### src/rtl/mux_scan_sequencer_pkg.sv
// ---------------------------------------------------------------------------
// mux_scan_pkg
// Shared types and constants for the mux scan sequencer slice.
//   state_t    : sequencer FSM states (IDLE, SCAN, MAN)
//   N_CH       : number of mux channels in one frame
//   SEL_W      : width of the mux select
//   cnt_width  : dwell counter width for a given dwell length (minimum 1)
// ---------------------------------------------------------------------------
package mux_scan_pkg;

  typedef enum logic [1:0] {
    IDLE = 2'd0,
    SCAN = 2'd1,
    MAN  = 2'd2
  } state_t;

  localparam int N_CH  = 4;
  localparam int SEL_W = 2;

  // A dwell of one cycle still needs a one-bit counter so that the
  // terminal compare has something to look at.
  function automatic int cnt_width(input int dwell);
    if (dwell <= 1) return 1;
    return $clog2(dwell);
  endfunction

endpackage

### src/rtl/mux_scan_sequencer_if.sv
// ---------------------------------------------------------------------------
// mux_scan_sequencer_if
// Bundles the control inputs, the mux loop (sel out / mux_out in) and the
// sample/frame outputs of the sequencer.
//   en, manual, man_sel : scan control
//   mux_out             : combinational mux output, function of sel
//   sel                 : registered mux select
//   sample_data/ch/valid: per-capture result and one-cycle pulse
//   frame/frame_done    : {ch3,ch2,ch1,ch0} and its update pulse
//   busy                : sequencer is in SCAN or MAN
// master = sequencer side, slave = environment (controller + mux) side.
// ---------------------------------------------------------------------------
interface mux_scan_sequencer_if #(
  parameter int DATA_WIDTH = 4
);
  import mux_scan_pkg::*;

  logic                       en;
  logic                       manual;
  logic [SEL_W-1:0]           man_sel;
  logic [DATA_WIDTH-1:0]      mux_out;
  logic [SEL_W-1:0]           sel;
  logic [DATA_WIDTH-1:0]      sample_data;
  logic [SEL_W-1:0]           sample_ch;
  logic                       sample_valid;
  logic [N_CH*DATA_WIDTH-1:0] frame;
  logic                       frame_done;
  logic                       busy;

  modport master (
    input  en, manual, man_sel, mux_out,
    output sel, sample_data, sample_ch, sample_valid, frame, frame_done, busy
  );

  modport slave (
    output en, manual, man_sel, mux_out,
    input  sel, sample_data, sample_ch, sample_valid, frame, frame_done, busy
  );

endinterface

### src/rtl/mux_scan_sequencer_dwell_counter.sv
// ---------------------------------------------------------------------------
// scan_dwell_counter
// Counts the cycles a mux channel has been held and flags the last one.
//   clk, rst   : clock, async active-high reset
//   i_clear    : force the count to 0 (wins over i_tick)
//   i_tick     : advance; wraps to 0 when already at DWELL-1
//   o_terminal : count equals DWELL-1 (the capture cycle)
// ---------------------------------------------------------------------------
module scan_dwell_counter
  import mux_scan_pkg::*;
#(
  parameter int DWELL = 4
) (
  input  logic clk,
  input  logic rst,
  input  logic i_clear,
  input  logic i_tick,
  output logic o_terminal
);

  localparam int             CNT_W = cnt_width(DWELL);
  localparam logic [CNT_W-1:0] LAST = CNT_W'(DWELL - 1);

  logic [CNT_W-1:0] r_count;

  assign o_terminal = (r_count == LAST);

  // The count never passes LAST: a tick on the terminal cycle wraps it
  // straight back to zero, so no overflow handling is needed.
  always_ff @(posedge clk or posedge rst) begin
    if (rst) begin
      r_count <= '0;
    end else if (i_clear) begin
      r_count <= '0;
    end else if (i_tick) begin
      r_count <= o_terminal ? '0 : r_count + 1'b1;
    end
  end

endmodule

### src/rtl/mux_scan_sequencer.sv
// ---------------------------------------------------------------------------
// mux_scan_sequencer
// Walks the 4:1 mux select through channels 0..3, holding each for DWELL
// cycles, captures one sample per channel on the last dwell cycle and
// publishes a complete 4-channel frame atomically. Manual mode pins the
// select to man_sel and keeps sampling without building frames.
//   clk, rst : clock, async active-high reset
//   bus      : mux_scan_sequencer_if.master (control, mux loop, results)
// ---------------------------------------------------------------------------
module mux_scan_sequencer
  import mux_scan_pkg::*;
#(
  parameter int DATA_WIDTH = 4,
  parameter int DWELL      = 4
) (
  input  logic                   clk,
  input  logic                   rst,
  mux_scan_sequencer_if.master   bus
);

  localparam logic [SEL_W-1:0] LAST_CH = SEL_W'(N_CH - 1);

  state_t                     r_state;
  state_t                     w_stateNext;
  logic [SEL_W-1:0]           r_sel;
  logic [SEL_W-1:0]           w_selNext;
  logic [DATA_WIDTH-1:0]      r_sampleData;
  logic [DATA_WIDTH-1:0]      w_sampleDataNext;
  logic [SEL_W-1:0]           r_sampleCh;
  logic [SEL_W-1:0]           w_sampleChNext;
  logic                       r_sampleValid;
  logic                       w_sampleValidNext;
  logic [N_CH*DATA_WIDTH-1:0] r_frame;
  logic [N_CH*DATA_WIDTH-1:0] w_frameNext;
  logic                       r_frameDone;
  logic                       w_frameDoneNext;
  logic [DATA_WIDTH-1:0]      r_shadow [N_CH-1];
  logic                       w_shadowWe;
  logic                       w_shadowClear;
  logic                       w_cntClear;
  logic                       w_cntTick;
  logic                       w_terminal;

  scan_dwell_counter #(
    .DWELL (DWELL)
  ) u_dwell (
    .clk        (clk),
    .rst        (rst),
    .i_clear    (w_cntClear),
    .i_tick     (w_cntTick),
    .o_terminal (w_terminal)
  );

  // Next-state and next-output logic. Everything defaults to "hold" with
  // the pulses low, so only captures raise sample_valid/frame_done.
  // Channel 3 goes straight into the frame from mux_out; channels 0..2
  // come from the shadow registers filled earlier in the same frame.
  always_comb begin
    w_stateNext       = r_state;
    w_selNext         = r_sel;
    w_sampleDataNext  = r_sampleData;
    w_sampleChNext    = r_sampleCh;
    w_sampleValidNext = 1'b0;
    w_frameNext       = r_frame;
    w_frameDoneNext   = 1'b0;
    w_shadowWe        = 1'b0;
    w_shadowClear     = 1'b0;
    w_cntClear        = 1'b0;
    w_cntTick         = 1'b0;

    case (r_state)
      IDLE: begin
        w_selNext  = '0;
        w_cntClear = 1'b1;
        if (bus.en) begin
          if (bus.manual) begin
            w_stateNext = MAN;
            w_selNext   = bus.man_sel;
          end else begin
            w_stateNext = SCAN;
          end
        end
      end

      SCAN: begin
        if (!bus.en) begin
          w_stateNext   = IDLE;
          w_selNext     = '0;
          w_cntClear    = 1'b1;
          w_shadowClear = 1'b1;
        end else if (bus.manual) begin
          w_stateNext   = MAN;
          w_selNext     = bus.man_sel;
          w_cntClear    = 1'b1;
          w_shadowClear = 1'b1;
        end else if (w_terminal) begin
          w_sampleDataNext  = bus.mux_out;
          w_sampleChNext    = r_sel;
          w_sampleValidNext = 1'b1;
          w_shadowWe        = 1'b1;
          w_cntTick         = 1'b1;
          w_selNext         = r_sel + 1'b1;
          if (r_sel == LAST_CH) begin
            w_frameNext     = {bus.mux_out, r_shadow[2], r_shadow[1], r_shadow[0]};
            w_frameDoneNext = 1'b1;
          end
        end else begin
          w_cntTick = 1'b1;
        end
      end

      MAN: begin
        w_selNext = bus.man_sel;
        if (!bus.en) begin
          w_stateNext = IDLE;
          w_selNext   = '0;
          w_cntClear  = 1'b1;
        end else if (!bus.manual) begin
          w_stateNext = SCAN;
          w_selNext   = '0;
          w_cntClear  = 1'b1;
        end else if (bus.man_sel != r_sel) begin
          w_cntClear = 1'b1;
        end else if (w_terminal) begin
          w_sampleDataNext  = bus.mux_out;
          w_sampleChNext    = r_sel;
          w_sampleValidNext = 1'b1;
          w_cntTick         = 1'b1;
        end else begin
          w_cntTick = 1'b1;
        end
      end

      default: begin
        w_stateNext = IDLE;
        w_selNext   = '0;
        w_cntClear  = 1'b1;
      end
    endcase
  end

  // State register.
  always_ff @(posedge clk or posedge rst) begin
    if (rst) begin
      r_state <= IDLE;
    end else begin
      r_state <= w_stateNext;
    end
  end

  // Registered outputs; all of them clear immediately on reset.
  always_ff @(posedge clk or posedge rst) begin
    if (rst) begin
      r_sel         <= '0;
      r_sampleData  <= '0;
      r_sampleCh    <= '0;
      r_sampleValid <= 1'b0;
      r_frame       <= '0;
      r_frameDone   <= 1'b0;
    end else begin
      r_sel         <= w_selNext;
      r_sampleData  <= w_sampleDataNext;
      r_sampleCh    <= w_sampleChNext;
      r_sampleValid <= w_sampleValidNext;
      r_frame       <= w_frameNext;
      r_frameDone   <= w_frameDoneNext;
    end
  end

  // Shadow registers for channels 0..2 of the frame being assembled.
  // Leaving SCAN throws the partial frame away.
  always_ff @(posedge clk or posedge rst) begin
    if (rst) begin
      for (int i = 0; i < N_CH - 1; i++) r_shadow[i] <= '0;
    end else if (w_shadowClear) begin
      for (int i = 0; i < N_CH - 1; i++) r_shadow[i] <= '0;
    end else if (w_shadowWe) begin
      for (int i = 0; i < N_CH - 1; i++) begin
        if (r_sel == SEL_W'(i)) r_shadow[i] <= bus.mux_out;
      end
    end
  end

  assign bus.sel          = r_sel;
  assign bus.sample_data  = r_sampleData;
  assign bus.sample_ch    = r_sampleCh;
  assign bus.sample_valid = r_sampleValid;
  assign bus.frame        = r_frame;
  assign bus.frame_done   = r_frameDone;
  assign bus.busy         = (r_state != IDLE);

endmodule

### src/flat_wrapper.sv
// flat-port wrapper written by rule: the top's interface ports become plain ports
module mux_scan_sequencer_flat import mux_scan_pkg::*;
#(
  parameter int DATA_WIDTH = 4,
  parameter int DWELL      = 4
)
  (clk, rst, bus_en, bus_manual, bus_man_sel, bus_mux_out, bus_sel, bus_sample_data, bus_sample_ch, bus_sample_valid, bus_frame, bus_frame_done, bus_busy);
  mux_scan_sequencer_if #(.DATA_WIDTH(DATA_WIDTH)) bus_i ();
  input  logic clk;
  input  logic rst;
  input wire logic [$bits(bus_i.en)-1:0] bus_en;
  input wire logic [$bits(bus_i.manual)-1:0] bus_manual;
  input wire logic [$bits(bus_i.man_sel)-1:0] bus_man_sel;
  input wire logic [$bits(bus_i.mux_out)-1:0] bus_mux_out;
  output wire logic [$bits(bus_i.sel)-1:0] bus_sel;
  output wire logic [$bits(bus_i.sample_data)-1:0] bus_sample_data;
  output wire logic [$bits(bus_i.sample_ch)-1:0] bus_sample_ch;
  output wire logic [$bits(bus_i.sample_valid)-1:0] bus_sample_valid;
  output wire logic [$bits(bus_i.frame)-1:0] bus_frame;
  output wire logic [$bits(bus_i.frame_done)-1:0] bus_frame_done;
  output wire logic [$bits(bus_i.busy)-1:0] bus_busy;
  assign bus_i.en = bus_en;
  assign bus_i.manual = bus_manual;
  assign bus_i.man_sel = bus_man_sel;
  assign bus_i.mux_out = bus_mux_out;
  assign bus_sel = bus_i.sel;
  assign bus_sample_data = bus_i.sample_data;
  assign bus_sample_ch = bus_i.sample_ch;
  assign bus_sample_valid = bus_i.sample_valid;
  assign bus_frame = bus_i.frame;
  assign bus_frame_done = bus_i.frame_done;
  assign bus_busy = bus_i.busy;
  mux_scan_sequencer #(.DATA_WIDTH(DATA_WIDTH), .DWELL(DWELL)) u_core (.clk(clk), .rst(rst), .bus(bus_i));
endmodule
### config.mk
export PLATFORM = sky130hd
export DESIGN_NAME = mux_scan_sequencer_flat
export DESIGN_NICKNAME = d
export VERILOG_FILES = /design/src/rtl/mux_scan_sequencer_pkg.sv /design/src/rtl/mux_scan_sequencer_if.sv /design/src/rtl/mux_scan_sequencer_dwell_counter.sv /design/src/rtl/mux_scan_sequencer.sv /design/src/flat_wrapper.sv
export SDC_FILE = /design/constraint.sdc
export NUM_CORES = 1
export LEC_CHECK = 0
export ABC_AREA = 0
export CORE_AREA = 3 3 67 69
export CTS_CLUSTER_DIAMETER = 200
export DETAILED_ROUTE_END_ITERATION = 8
export DIE_AREA = 0 0 70 72
export GPL_TIMING_DRIVEN = 1
export PLACE_DENSITY = 0.76
export SLEW_MARGIN = 20
export SYNTH_ARGS = -nofsm -noshare
export SYNTH_HDL_FRONTEND = slang
export SYNTH_SLANG_ARGS = --single-unit
### constraint.sdc
create_clock -name clk -period 2.63 [get_ports clk]
set_clock_uncertainty 0.15 [all_clocks]
set_input_delay 0.526 -clock clk [delete_from_list [all_inputs] [get_ports clk]]
set_output_delay 0.526 -clock clk [all_outputs]
set_load 0.02 [all_outputs]
# After elaboration in Yosys (flattened, before gate mapping)
# Cells that the tools add are included.
[totals] reg_bits=42 latchBits=0 ramBits=0 mem_bits_ro=0 inputBits=10 output_inout_bits=27 elab_cells=107 mem_count=0
[op_classes] addsub=2 n_mul=0 div=0 magnitude_cmp=0 n_eq_ne=16 shifts=0 muxes=61 n_bitwise=1 reduce_logical=16
[ops] operator="$mux 2" count=20
[ops] operator="$mux 4" count=9
[ops] operator="$mux 12" count=2
[ops] operator="$mux 1" count=23
[ops] operator="$reduce_bool 2->1" count=7
[ops] operator="$ne 2x2->1 const B" count=6
[ops] operator="$eq 2x2->1 const B" count=4
[ops] operator="$pmux 2 s2" count=2
[ops] operator="$pmux 4 s2" count=1
[ops] operator="$ne 3x3->1 const B" count=2
[ops] operator="$pmux 1 s2" count=3
[ops] operator="$pmux 2 s3" count=1
[ops] operator="$reduce_and 2->1" count=3
[ops] operator="$reduce_and 6->1" count=1
[ops] operator="$reduce_and 5->1" count=1
[ops] operator="$add 2x1->2 const B" count=2
[ops] operator="$eq 2x1->1 const B" count=2
[ops] operator="$logic_not 2->1" count=2
[ops] operator="$ne 4x4->1 const B" count=1
[ops] operator="$reduce_and 3->1" count=1
[ops] operator="$ne 2x2->1" count=1
[ops] operator="$reduce_or 2->1" count=1
[ops] operator="$not 1->1" count=1

# Longest topological paths before layout
# Gate-level depths: netlist of the first run.
[depth] ltp_word=7 mapped_depth=7

# By module
# A second synthesis of the first run with hierarchy kept.
[unflattened] cells_unflattened=167 hier_area_um2=1961.9
[by_module_without_submodules] module="mux_scan_sequencer" instances=1 cells_per_inst=158 area_each_um2=1858.0 seq_area_each_um2=1001.0
[by_module_without_submodules] module="scan_dwell_counter" instances=1 cells_per_inst=9 area_each_um2=103.8 seq_area_each_um2=50.0

# Worst setup path before layout of the first run
# No wires, ideal clock.
[synth_timing] path_type="reg2reg" startpoint="register u_core.r_state[1]" endpoint="register u_core.r_frame[0], in the netlist u_core.bus.frame[0]" arrival_ns=1.576 t_required_ns=2.355 path_slack_ns=0.778 stages_incl_launch_ff=8 n_path_buf=2 path_cell_list="dfrtp_1 inv_1 ha_1 and4b_1 buf_6 nand2_8 buf_8 mux2_4"
[synth_via] elab_chain_cells=2
[synth_rtl] element="start: declaration" line_no="mux_scan_sequencer.sv:23" text="state_t r_state;"
[synth_rtl] element="start signal: assignment" line_no="mux_scan_sequencer.sv:147" text="r_state <= w_stateNext;"
[synth_rtl] element="$eq 2x1->1" line_no="mux_scan_sequencer.sv:71" text="case (r_state)"
[synth_rtl] element="$reduce_and 5->1 (no source line)"
[synth_rtl] element="end signal: assignment" line_no="mux_scan_sequencer.sv:165" text="r_frame <= w_frameNext;"
[synth_rtl] element="end: declaration" line_no="mux_scan_sequencer.sv:33" text="logic [N_CH*DATA_WIDTH-1:0] r_frame;"
# Every way passes these cells.
# A chain may end at the register's enable or synchronous reset.

# Worst setup path in the final report of the first run
[layout_timing] startpoint="register u_core.r_state[0]" endpoint="output port bus_busy"
[layout_via] elab_chain_cells=1
[layout_rtl] element="$reduce_bool 2->1" line_no="mux_scan_sequencer.sv:190" text="assign bus.busy = (r_state != IDLE);"
[layout_rtl] element="end: declaration" line_no="flat_wrapper.sv:21" text="output wire logic [$bits(bus_i.busy)-1:0] bus_busy;"
# Every way passes these cells.

==> impl_results.md, run 1 <==
* Core Util, Final at 63.0%
* Tcrit/Tclk final at 89.9%
* Wire length per cell at 14.9 µm
* CP max stage cell: clkdlybuf4s50_1
* Routability cong. at 0.853
* Final nets at 228
* Ports at 37
* Crit-path leading delay family: buffers and inverters
* Setup Total Neg Slack at 0 ns
* CTS root buf: clkbuf_8
* CP startpoint kind: register
* Synth async-reset ratio at 100%
* Final setup fails at 0
* Post-synth EDFFs at 0
* WP buf/inv at 3
* Worst slew margin at 49.2%
* Endpoints failing hold at 0
* Post-CTS sizing at 0
* Worst slew pin tran at 0.761 ns
* Unrepaired setup endpoints after global routing: no
* HPWL Detailed at 2900 µm
* Critical path class: register to output port
* CTS tree: yes
* Pwr Density at 625 nW/µm²
* CP Launch Point: u_core.r_state[0]
* Worst R2R Setup Slack at 0.42 ns
* Initial antenna violation count at 0
* CTS buffer count at 5
* All-Layer GR Usage at 16.7%
* Largest area contributor in the netlist: dfrtp_1
* Ranking of synthesized cells by area: dfrtp_1, mux2_2, mux2_4, ha_1, a21oi_1
* Sequential-to-total area share from yosys stat at 52.8%
* Worst r2r src: u_core.r_state[1]
* Share of post-route cells with drive strength above 1 at 16.7%
* Routed wire length at 3870 µm
* Detailed Route Iter0 Violations at 49
* Post-CTS Repair Setup Buffers at 0
* Synth-to-layout area growth at 25.7%
* Synth Cell Area at 1990 µm²
* Worst Path Max Fanout at 4
* Row count at 23
* 1st-pass router iterations at 4
* Max IR drop VDD at 0.454 mV
* FF-to-FF path depth at 7
* Levels on crit path at 4
* Synth cell count leaders: dfrtp_1, nand2_1, a21oi_1, mux2_2, nand3_1
* Pin count of the biggest net entering global routing at 43
* Vias in the first global route at 1410
* Die ar. at 5040 µm²
* Most frequent CP cell: inv_1
* Hold crit path type: register to register
* Clock Sink Count at 42
* Most numerous cell in the Yosys netlist: dfrtp_1
* Crit-path cells: inv_1, ha_1, inv_1, clkdlybuf4s50_1
* Slew Limit Fails at 0
* PortBufs at 36
* Worst EP required at 1.95 ns
* Drt drc at 0
* Yosys top cell area share at 52.8%
* N_diodes at 0
* Htree depth at 2
* Fin crit period at 2.36 ns
* Vias at 1387
* Die Width at 70 µm
* Worst setup path end: bus_busy
* Avg Cell Area, Syn at 11.8 µm²
* Worst setup EP type: output port
* First-pass GRT wire length at 6640 µm
* YS warnings at 0
* Flip-flop and latch count after synthesis at 42
* Top FF cell, synth: dfrtp_1
* Initial Util at 50.1%
* Hold buffer count at CTS at 0
* Gr ovfl total at 0
* Slowest stage delay, CP at 0.60 ns
* Outcome: finished clean
* Avg Vias per Cell at 5.36
* Synth unique cells at 30
* Fillers at 317
* Antenna viol nets, final at 0
* Post-synthesis cell count at 168
* Bufs on Longest Clock Path at 2
* Reg-to-reg endpoint: u_core.r_shadow[2]
* Die H at 72 µm
* Fmax at 0.423 GHz
* Arrival time worst endpoint at 1.69 ns
* LEAKAGE at 1.19 nW
* CORE AREA at 3970 µm²
* Syn Nets at 187
* MaxCap Viol Count at 0
* Clock Latency Late Sink at 0.29 ns
* Clock transition at path regs at 0.08 ns
## cell type report
class,count,area (µm²),share of cell area [%]
inverter,10,37.5,1.50
clock buffer,6,82.6,3.30
sequential,42,1050,42.0
timing repair buffer,39,383,15.3
clock inverter,1,30.0,1.20
multi-input combinational,111,856,34.2
tap,50,62.6,2.50
## worst register-to-register path, delay by kind of cell (launching register included)
family | cells | cell delay, ns
AND/OR/NAND/NOR | 3 | 0.74
flip-flops | 1 | 0.41
buffers and inverters | 2 | 0.36
adder cells (fa/ha/maj) | 1 | 0.29
AO/OA/AOI/OAI | 1 | 0.10
## stage by stage
step / setup WS (ns) / power (W) / hold WS (ns) / area, µm² / instances
finish: 0.266 / 0.00156 / 0.356 / 2500 / 259
global route: 0.197 / 0.00165 / 0.366 / 2500 / 259
CTS: 0.263 / 0.00157 / 0.358 / 2500 / 259
detailed placement: 0.147 / 0.00106 / 0.341 / 2390 / 252
global placement: 0.277 / 0.00104 / 0.338 / 2390 / 252
floorplan: 0.778 / 0.000955 / 0.330 / 1990 / 168
## layer usage
layer  wire (µm)  global-route usage (%)  vias up
li1            -                       -      660
met1        1650                    19.4      680
met2        2010                    29.9       42
met3         169                    4.16        5
met4          45                    6.17        0
met5           0                       0        -
## power breakdown
group	internal, W	leakage, nW	switching (W)
clock network	0.000304	0.0573	0.000208
logic	0.000145	0.546	0.000205
registers	0.000672	0.583	0.0000290
total	0.00112	1.19	0.000443
## state kept, by name, indices dropped and copies added, names as in the netlist
| name | count |
|---|---|
| u_core.bus.frame_done | 1 |
| u_core.bus.sample_ch | 2 |
| u_core.bus.sel | 2 |
| u_core.r_shadow | 12 |
| u_core.bus.sample_valid | 1 |
| u_core.bus.frame | 16 |
| u_core.bus.sample_data | 4 |
| u_core.u_dwell.r_count | 2 |
| u_core.r_state | 2 |
## cell usage in the layout, fill, tap and decap left out, drive strengths merged, types with 2 or more instances in the layout
master / instances
dfrtp: 42
clkdlybuf4s50: 36
mux2: 23
nand2: 20
a21oi: 16
nand3: 12
inv: 10
ha: 9
nor2: 7
clkbuf: 6
a22oi: 3
o21ai: 3
mux2i: 3
buf: 3
nor3: 2
xnor2: 2
## kinds of logic after synthesis
| kind of cell | share of synthesized area, % |
|---|---|
| AOI/OAI and AO/OA | 8.05 |
| xor gates and xnor gates | 0.880 |
| adders and majority gates | 5.66 |
| buffers and inverters | 4.21 |
| DFF | 52.8 |
| muxes | 16.2 |
| and+or+nand+nor | 12.2 |
## worst min-delay path by stage
stage / endpoint / depth (start not counted) / start / slack, ns
detailed placement: u_core.bus.frame[11] / 1 / u_core.bus.frame[11] / 0.34
finish: u_core.bus.frame[11] / 1 / u_core.bus.frame[11] / 0.36
global route: u_core.bus.frame[11] / 1 / u_core.bus.frame[11] / 0.37
global placement: u_core.bus.frame[10] / 1 / u_core.bus.frame[10] / 0.34
floorplan: u_core.bus.frame[10] / 1 / u_core.r_shadow[2] / 0.33
CTS: u_core.bus.frame[11] / 1 / u_core.bus.frame[11] / 0.36
(Power assumes the default switching activity.)
==> run 2: changes to the inputs <==
Settings changed: CORE_AREA 3 3 67 69 to 5 5 69 71, DIE_AREA 0 0 70 72 to 0 0 74 76.
==> impl_results.md, run 2 (synthesized netlist as in run 1, its figures left out) <==
* Worst setup margin at 0.267 ns
* Setup Total Neg Slack at 0 ns
* Gr ovfl total at 0
* CTS tree: yes
* Highest routed layer: met4
* Max IR drop VDD at 0.422 mV
* Routability cong. at 0.837
* Avg Vias per Cell at 5.17
* Row count at 24
* Synth-to-layout area growth at 25.7%
* Vias at 1354
* Share of post-route cells with drive strength above 1 at 16.7%
* CP max stage cell: clkdlybuf4s50_1
* Arrival time worst endpoint at 1.69 ns
* Fmax at 0.423 GHz
* Switching Fraction at 28.7%
* Worst Path Max Fanout at 4
* HPWL Detailed at 2630 µm
* Switch Pwr at 0.000443 W
* Fin crit period at 2.36 ns
* Slew Limit Fails at 0
* Worst r2r src: u_core.r_state[1]
* First-pass GRT wire length at 6130 µm
* Wire length per cell at 13.5 µm
* Most frequent CP cell: inv_1
* Most frequent cells in the layout: dfrtp_1, clkdlybuf4s50_1, nand2_1, a21oi_1, mux2_2
* Htree depth at 2
* Hold buffer count at CTS at 0
* Final nets at 228
* Final setup fails at 0
* Met3 WL post-DR at 184 µm
* Worst EP required at 1.95 ns
* Die ar. at 5620 µm²
* PortBufs at 36
* Clock Sink Count at 42
* Die H at 76 µm
* CTS root buf: clkbuf_8
* Hold crit path type: register to register
* LEAKAGE at 1.18 nW
* Unrepaired setup endpoints after global routing: no
* Post-Place Worst Slack at 0.240 ns
* Met2 routed WL at 1710 µm
* Vias in the first global route at 1254
* Outcome: finished clean
* Clock transition at path regs at 0.08 ns
* Crit-path cells: inv_1, ha_1, inv_1, clkdlybuf4s50_1
* Endpoints failing hold at 0
* Routed wire length at 3530 µm
* Int Pwr at 0.00110 W
* All-Layer GR Usage at 13.8%
* Detailed Route Iter0 Violations at 56
* CORE AREA at 4170 µm²
* CTS buffer count at 5
* Tcrit/Tclk final at 89.8%
* Hold_sp: u_core.bus.sample_data[2]
* Metal-1 WL at 1590 µm
* Placed inst area at 2390 µm²
* Worst setup EP type: output port
* Worst slew margin at 48.1%
* Initial antenna violation count at 0
* Share of power burned in registers at 45.3%
* Number of flip-flops in the largest register at 16
* Critical path class: register to output port
* Gate power share at 22.2%
* Clock Latency Late Sink at 0.30 ns
* Most common cell after layout, fill and taps aside: dfrtp_1
* Post-CTS sizing at 0
* Post-route cell area at 2500 µm²
* Post-CTS Repair Setup Buffers at 0
* MaxCap Viol Count at 0
* Drt drc at 0
* Core Util, Final at 60.0%
* Ports at 37
* Worst slew pin tran at 0.776 ns
* 1st-pass router iterations at 4
* Pwr Density at 617 nW/µm²
* Clock share of power at 32.4%
* Bufs on Longest Clock Path at 2
* Pin count of the biggest net entering global routing at 43
* Antenna viol nets, final at 0
* Slowest stage delay, CP at 0.60 ns
* Die Width at 74 µm
* Initial Util at 47.7%
* Final total power at 0.00154 W
* N_diodes at 0
* CP startpoint kind: register
* CP Launch Point: u_core.r_state[0]
[run 2: cell count changes in the layout (fill, tap and decap cells not counted)]
cell	change
clkbuf_1	+1
clkbuf_8	-1
clkinvlp_4	+1
[run 2: per-stage QoR]
| step | std cells | hold slack [ns] |
|---|---|---|
| 2_1_floorplan | 168 | 0.330 |
| 3_3_place_gp | 254 | 0.337 |
| 3_5_place_dp | 254 | 0.344 |
| 4_1_cts | 262 | 0.363 |
| 5_1_grt | 262 | 0.374 |
| 6_report | 262 | 0.357 |
[run 2: path summary, 6_finish.rpt]
kind | endpoint | slack [ns] | depth (start not counted)
setup / recovery | bus_busy | 0.27 | 4
hold / removal | u_core.bus.sample_data[2] | 0.36 | 1
setup reg to reg | u_core.r_shadow[0] | 0.52 | 7
hold reg to reg | u_core.bus.sample_data[2] | 0.36 | 1
max in group asynchronous | u_core.bus.frame[10] | 1.46 | 3
min in group asynchronous | u_core.bus.frame_done | 0.52 | 3
[run 2: cell type report]
cell class              count  area [µm²]
fillers                   361        1670
clock inverters             2        37.5
flip-flops and latches     42        1050
clock buffers               6        72.6
multi-input cells         111         856
well taps                  52        65.1
inverters                  10        37.5
repair buffers             39         383
[run 2: layer usage]
metal,GRT usage [%],vias up
met5,0,-
met1,19.8,651
li1,-,665
met2,19.9,31
met4,4.35,0
met3,4.22,7
[run 2: power by group through the flow]
stage	clock network [W]	logic (W)	registers [W]
global route	0.000542	0.000386	0.000705
global placement	0	0.000339	0.000712
detailed placement	0	0.000342	0.000713
CTS	0.000514	0.000345	0.000701
floorplan	0	0.000242	0.000713
finish	0.000500	0.000343	0.000700
[run 2: worst max-delay path: cells and delay by family (launching register included)]
family | cells | cell delay (ns)
buffers and inverters | 3 | 0.78
adder cells (fa/ha/maj) | 1 | 0.25
flip-flops | 1 | 0.38
